File: config.mk
export PLATFORM = sky130hd
export DESIGN_NAME = keypad_scanner
export DESIGN_NICKNAME = d
export VERILOG_FILES = /design/src/rtl/keypad_scanner_pkg.sv /design/src/rtl/priority_enc16.sv /design/src/rtl/keypad_scanner.sv
export SDC_FILE = /design/constraint.sdc
export NUM_CORES = 1
export LEC_CHECK = 0
export CAP_MARGIN = 5
export CORE_AREA = 2 2 107 109
export CTS_CLUSTER_DIAMETER = 120
export CTS_CLUSTER_SIZE = 40
export DETAILED_ROUTE_END_ITERATION = 7
export DIE_AREA = 0 0 109 111
export PLACE_DENSITY = 0.64
export SETUP_SLACK_MARGIN = 0.1
export SYNTH_ARGS = -nofsm -noshare
export SYNTH_HDL_FRONTEND = slang
export SYNTH_SLANG_ARGS = --single-unit
File: constraint.sdc
create_clock -name clk_in -period 3 [get_ports clk_in]
set_input_delay 0.45 -clock clk_in [delete_from_list [all_inputs] [get_ports clk_in]]
set_output_delay 0.45 -clock clk_in [all_outputs]
set_load 0.01 [all_outputs]
File: src/rtl/keypad_scanner_pkg.sv
// Shared constants, FSM state type and helpers for the 4x4 keypad scanner.
package keypad_scanner_pkg;

    localparam int unsigned NUM_ROWS = 4;
    localparam int unsigned NUM_COLS = 4;
    localparam int unsigned NUM_KEYS = NUM_ROWS * NUM_COLS;
    localparam int unsigned KEY_W    = 4;

    typedef enum logic {
        ST_IDLE    = 1'b0,
        ST_PRESENT = 1'b1
    } fsm_state_t;

    // One-hot mask with only the bit for key index idx set.
    function automatic logic [NUM_KEYS-1:0] key_bit(input logic [KEY_W-1:0] idx);
        return NUM_KEYS'(1) << idx;
    endfunction

endpackage

File: src/rtl/priority_enc16.sv
// 16-bit lowest-index priority encoder with a nonzero flag.
module priority_enc16
    import keypad_scanner_pkg::*;
(
    input  logic [NUM_KEYS-1:0] mask,
    output logic [KEY_W-1:0]    idx,
    output logic                nonzero
);

    // Scan from the top down so the lowest set bit is the last to win.
    always_comb begin
        idx     = '0;
        nonzero = |mask;
        for (int unsigned i = NUM_KEYS; i > 0; i--) begin
            if (mask[i-1]) begin
                idx = KEY_W'(i - 1);
            end
        end
    end

endmodule

File: src/rtl/keypad_scanner.sv
// 4x4 matrix keypad scanner: row ring, column sampling, whole-matrix
// debounce, new-press detection and a valid/ready event handshake.
module keypad_scanner
    import keypad_scanner_pkg::*;
#(
    parameter int unsigned DWELL_CYCLES   = 1000,
    parameter int unsigned DEBOUNCE_SCANS = 4
) (
    input  logic                clk_in,
    input  logic                rst_in,
    input  logic [NUM_COLS-1:0] col_in,
    output logic [NUM_ROWS-1:0] row_out,
    output logic [KEY_W-1:0]    key_code,
    output logic                key_valid,
    input  logic                key_ready,
    output logic [NUM_KEYS-1:0] key_map
);

    localparam int unsigned   DW            = (DWELL_CYCLES > 1) ? $clog2(DWELL_CYCLES) : 1;
    localparam logic [DW-1:0] DWELL_LAST    = DW'(DWELL_CYCLES - 1);
    localparam logic [3:0]    STABLE_TARGET = 4'(DEBOUNCE_SCANS);

    logic [NUM_COLS-1:0] col_meta;
    logic [NUM_COLS-1:0] col_sync;
    logic [NUM_ROWS-1:0] ring;
    logic [DW-1:0]       dwell_cnt;
    logic                dwell_last;
    logic                scan_done;

    logic [NUM_KEYS-1:0] snap;
    logic [NUM_KEYS-1:0] snap_full;
    logic [NUM_KEYS-1:0] prev_snap;
    logic [3:0]          stable_cnt;
    logic [3:0]          stable_next;
    logic                map_load;
    logic [NUM_KEYS-1:0] new_press;

    logic [NUM_KEYS-1:0] pend;
    logic [NUM_KEYS-1:0] pend_next;
    logic [NUM_KEYS-1:0] clear_mask;

    fsm_state_t          state;
    fsm_state_t          state_next;
    logic                take;
    logic [KEY_W-1:0]    enc_idx;
    logic                enc_nonzero;

    assign dwell_last = (dwell_cnt == DWELL_LAST);
    assign scan_done  = dwell_last & ring[NUM_ROWS-1];
    assign row_out    = ~ring;

    // Two-flop synchronizer; idles high to match the external pull-ups.
    always_ff @(posedge clk_in or negedge rst_in) begin
        if (!rst_in) begin
            col_meta <= '1;
            col_sync <= '1;
        end else begin
            col_meta <= col_in;
            col_sync <= col_meta;
        end
    end

    // Dwell timer; the one-hot row ring advances on the last dwell cycle.
    always_ff @(posedge clk_in or negedge rst_in) begin
        if (!rst_in) begin
            dwell_cnt <= '0;
            ring      <= NUM_ROWS'(1);
        end else if (dwell_last) begin
            dwell_cnt <= '0;
            ring      <= {ring[NUM_ROWS-2:0], ring[NUM_ROWS-1]};
        end else begin
            dwell_cnt <= dwell_cnt + DW'(1);
        end
    end

    // Snapshot with the currently driven row's pressed columns merged in;
    // on the row-3 sample this is the complete scan.
    always_comb begin
        snap_full = snap;
        for (int unsigned r = 0; r < NUM_ROWS; r++) begin
            if (ring[r]) begin
                snap_full[r*NUM_COLS +: NUM_COLS] = ~col_sync;
            end
        end
    end

    // Shared stability counter and key_map load decision.
    always_comb begin
        if (snap_full != prev_snap) begin
            stable_next = 4'd1;
        end else if (stable_cnt < STABLE_TARGET) begin
            stable_next = stable_cnt + 4'd1;
        end else begin
            stable_next = stable_cnt;
        end
        map_load  = scan_done && (stable_next == STABLE_TARGET);
        new_press = snap_full & ~key_map;
    end

    // Raw snapshot, previous complete scan, stability count and key_map.
    always_ff @(posedge clk_in or negedge rst_in) begin
        if (!rst_in) begin
            snap       <= '0;
            prev_snap  <= '0;
            stable_cnt <= '0;
            key_map    <= '0;
        end else begin
            if (dwell_last) begin
                snap <= snap_full;
            end
            if (scan_done) begin
                prev_snap  <= snap_full;
                stable_cnt <= stable_next;
            end
            if (map_load) begin
                key_map <= snap_full;
            end
        end
    end

    priority_enc16 u_enc (
        .mask    (pend),
        .idx     (enc_idx),
        .nonzero (enc_nonzero)
    );

    // Handshake next-state; clearing the taken bit and ORing in new presses
    // share one update so a press landing on the take cycle is not lost.
    always_comb begin
        state_next = state;
        take       = 1'b0;
        case (state)
            ST_IDLE: begin
                if (enc_nonzero) begin
                    take       = 1'b1;
                    state_next = ST_PRESENT;
                end
            end
            ST_PRESENT: begin
                if (key_valid && key_ready) begin
                    state_next = ST_IDLE;
                end
            end
            default: state_next = ST_IDLE;
        endcase
        clear_mask = take ? key_bit(enc_idx) : '0;
        pend_next  = (pend & ~clear_mask) | (map_load ? new_press : '0);
    end

    // Handshake state, registered outputs and pending mask.
    always_ff @(posedge clk_in or negedge rst_in) begin
        if (!rst_in) begin
            state     <= ST_IDLE;
            key_valid <= 1'b0;
            key_code  <= '0;
            pend      <= '0;
        end else begin
            state     <= state_next;
            key_valid <= (state_next == ST_PRESENT);
            pend      <= pend_next;
            if (take) begin
                key_code <= enc_idx;
            end
        end
    end

endmodule

==> flow_summary.json <==
{
  "drt-total-wl_mm": 9.411,
  "ys_warn_count": 0,
  "drt_first_pass_iters": 4,
  "yosysUniqueCellTypes": 45,
  "worst-path-max-fanout": 32,
  "cts_resized": 0,
  "required_ns": 3.23,
  "synthTopCellsByArea": "dfrtp_1 (50%), dfstp_2 (5.5%), o21ai_0 (4.3%)",
  "grt_setup_unrepaired": "no",
  "critPathCaptureType": "flop",
  "fp.dieW_um": 109,
  "gp_congestion": 0.8409,
  "antenna_found_initial": 0,
  "netlist_area_um2": 4310,
  "maxSlewHeadroom": 0.6510,
  "max_freq_mhz": 378.0,
  "synth-seq-cells": 95,
  "rows": 39,
  "h-tree-depth": 3,
  "worst_slew_pin_slew_ns": 0.5191,
  "cts-buffers-inserted": 9,
  "crit_type": "flop to flop",
  "clkTransAtPathRegs_ns": 0.06,
  "die_y_um": 111,
  "overflow": 0,
  "status": "completed",
  "synth.avg_cell_area_um2": 10.26,
  "clockRootBuffer": "clkbuf_16",
  "setup.worst_path.start_class": "flop",
  "nets": 468,
  "synth_cells": 420,
  "hold_viol_final": 0,
  "setup_tns_ns": 0,
  "setup_violations": 0,
  "syn_to_final_growth_pct": 19.07,
  "hold_buffers": 0,
  "hpwl_mm": 6.833,
  "synthTopCellsByCount": "dfrtp_1 (86), nor2_1 (39), o21ai_0 (37), nand2_1 (34), a21oi_1 (32)",
  "core_um2": 11080,
  "leakagePower_nw": 2.393,
  "via_count": 3127,
  "timing.final.max_slew_violations": 0,
  "syn_nets": 429,
  "top_level_ports": 32,
  "track_usage": 0.1744,
  "portBuffers": 31,
  "diodes": 0,
  "powerDensity_nw_per_um2": 475.6,
  "first_global_vias": 3177,
  "drive_gt1_frac": 0.1099,
  "insertion_delay_ns": 0.35,
  "synth_top_area_cell": "dfrtp_1",
  "dieArea_um2": 12100,
  "vias_per_cell": 5.152,
  "wl_per_cell_um": 15.50,
  "synthMostInstantiatedCell": "dfrtp_1",
  "fin_crit_ns": 2.646,
  "async_flop_share": 1.000,
  "clock-skew-final_ns": 0.007856,
  "path_cells": "inv_1 > mux2i_1 > xnor2_1 > nand4_1 > or4_1 > buf_12 > mux2_4",
  "slowest_delay_ns": 0.59,
  "final.period_utilization": 0.8818,
  "cp.arrival_ns": 2.88,
  "crit_family": "simple AND/OR/NAND/NOR gates",
  "cts_tree": "built",
  "worst_ir_drop_vdd_uv": 251.3,
  "synth_edf_count": 0,
  "dominantRegCellSynth": "dfrtp_1",
  "hp-class": "input port to async pin",
  "clkSinkCount": 95,
  "power_mw": 2.441,
  "initial_core_util": 0.3891,
  "ys_seq_area_frac": 0.5541,
  "grt_pass1_wl_mm": 16.20,
  "synth_top_area_frac": 0.4993,
  "cts.path.max_buffers": 2,
  "maxCapViolCount": 0,
  "ant_nets": 0,
  "post_cts_buffers": 0,
  "drc": 0,
  "drt_iter0_markers": 236,
  "grt_max_degree": 57,
  "slowest_stage": "or4_1",
  "crit_buf_inv": 2
}
==> final cells by class <==
| type | count | area (um^2) |
|---|---|---|
| clock buffer | 14 | 274.0 |
| timing repair buffer | 41 | 407.9 |
| multi-input combinational | 286 | 1772 |
| clock inverter | 2 | 13.76 |
| inverter | 26 | 97.59 |
| tap | 143 | 178.9 |
| fill | 1038 | 5944 |
| sequential | 95 | 2389 |
==> registers in the layout (all words and copies together), names as in the netlist, 10 cells and up <==
signal	count
key_map	16
dwell_cnt	10
prev_snap	16
pend	16
snap	16
==> per-layer routing <==
layer  global-route usage  part of all wire  vias up
li1                     -                 -     1540
met1               0.2411              0.47     1528
met2               0.2700              0.48       47
met3              0.03586             0.030       12
met4              0.06325             0.020        0
met5                    0                 0        -
==> layout by cell type (no fill, tap or decap), drive strengths merged, types with 18 or more instances in the layout <==
cell and n:
clkdlybuf4s50 30, o21ai 37, mux2i 18, nand2 34, dfrtp 86, nand2b 22
nor2 39, a21oi 32, inv 26, o31ai 18
==> report_power, final <==
group / internal (mW) / switching [mW] / leakage (nW)
combinational: 0.0113 / 0.0279 / 0.968
clock: 0.631 / 0.476 / 0.143
sequential: 1.29 / 0.00466 / 1.28
==> logic make-up (layout without fill, tap and decap cells) <==
group / count (synthesis) / in the layout / share of synthesized area
AOI/OAI and AO/OA: 103 / 103 / 0.1434
xor gates and xnor gates: 13 / 13 / 0.02642
adders and majority gates: 2 / 2 / 0.005805
buffers and inverters: 39 / 83 / 0.03628
DFF: 95 / 95 / 0.5541
muxes: 25 / 25 / 0.06444
and+or+nand+nor: 143 / 143 / 0.1695
==> stage by stage <==
step | area, um^2 | util | instances | setup slack [ns] | hold slack (ns)
6_report | 5132 | 0.4633 | 607 | 0.3545 | 0.07467
3_3_place_gp | 4845 | 0.4374 | 591 | 0.3320 | 0.3477
5_1_grt | 5132 | 0.4633 | 607 | 0.1777 | 0.1273
3_5_place_dp | 4845 | 0.4374 | 591 | 0.3255 | 0.3470
4_1_cts | 5132 | 0.4633 | 607 | 0.3008 | 0.09748
2_1_floorplan | 4310 | - | 420 | 0.5185 | 0.1544
==> final timing paths <==
path	from	endpoint	slack, ns	depth (start not counted)
worst min-delay path	rst_in	key_code[2]	0.07	1
worst max-delay path	ring[3]	key_map[15]	0.35	7
worst max register to register	ring[3]	key_map[15]	0.35	7
max in group asynchronous	rst_in	col_sync[3]	2.18	2
min in group clk_in	col_meta[3]	col_sync[3]	0.36	0
worst min register to register	col_meta[3]	col_sync[3]	0.36	0
Power figures use the tool's default switching activity.
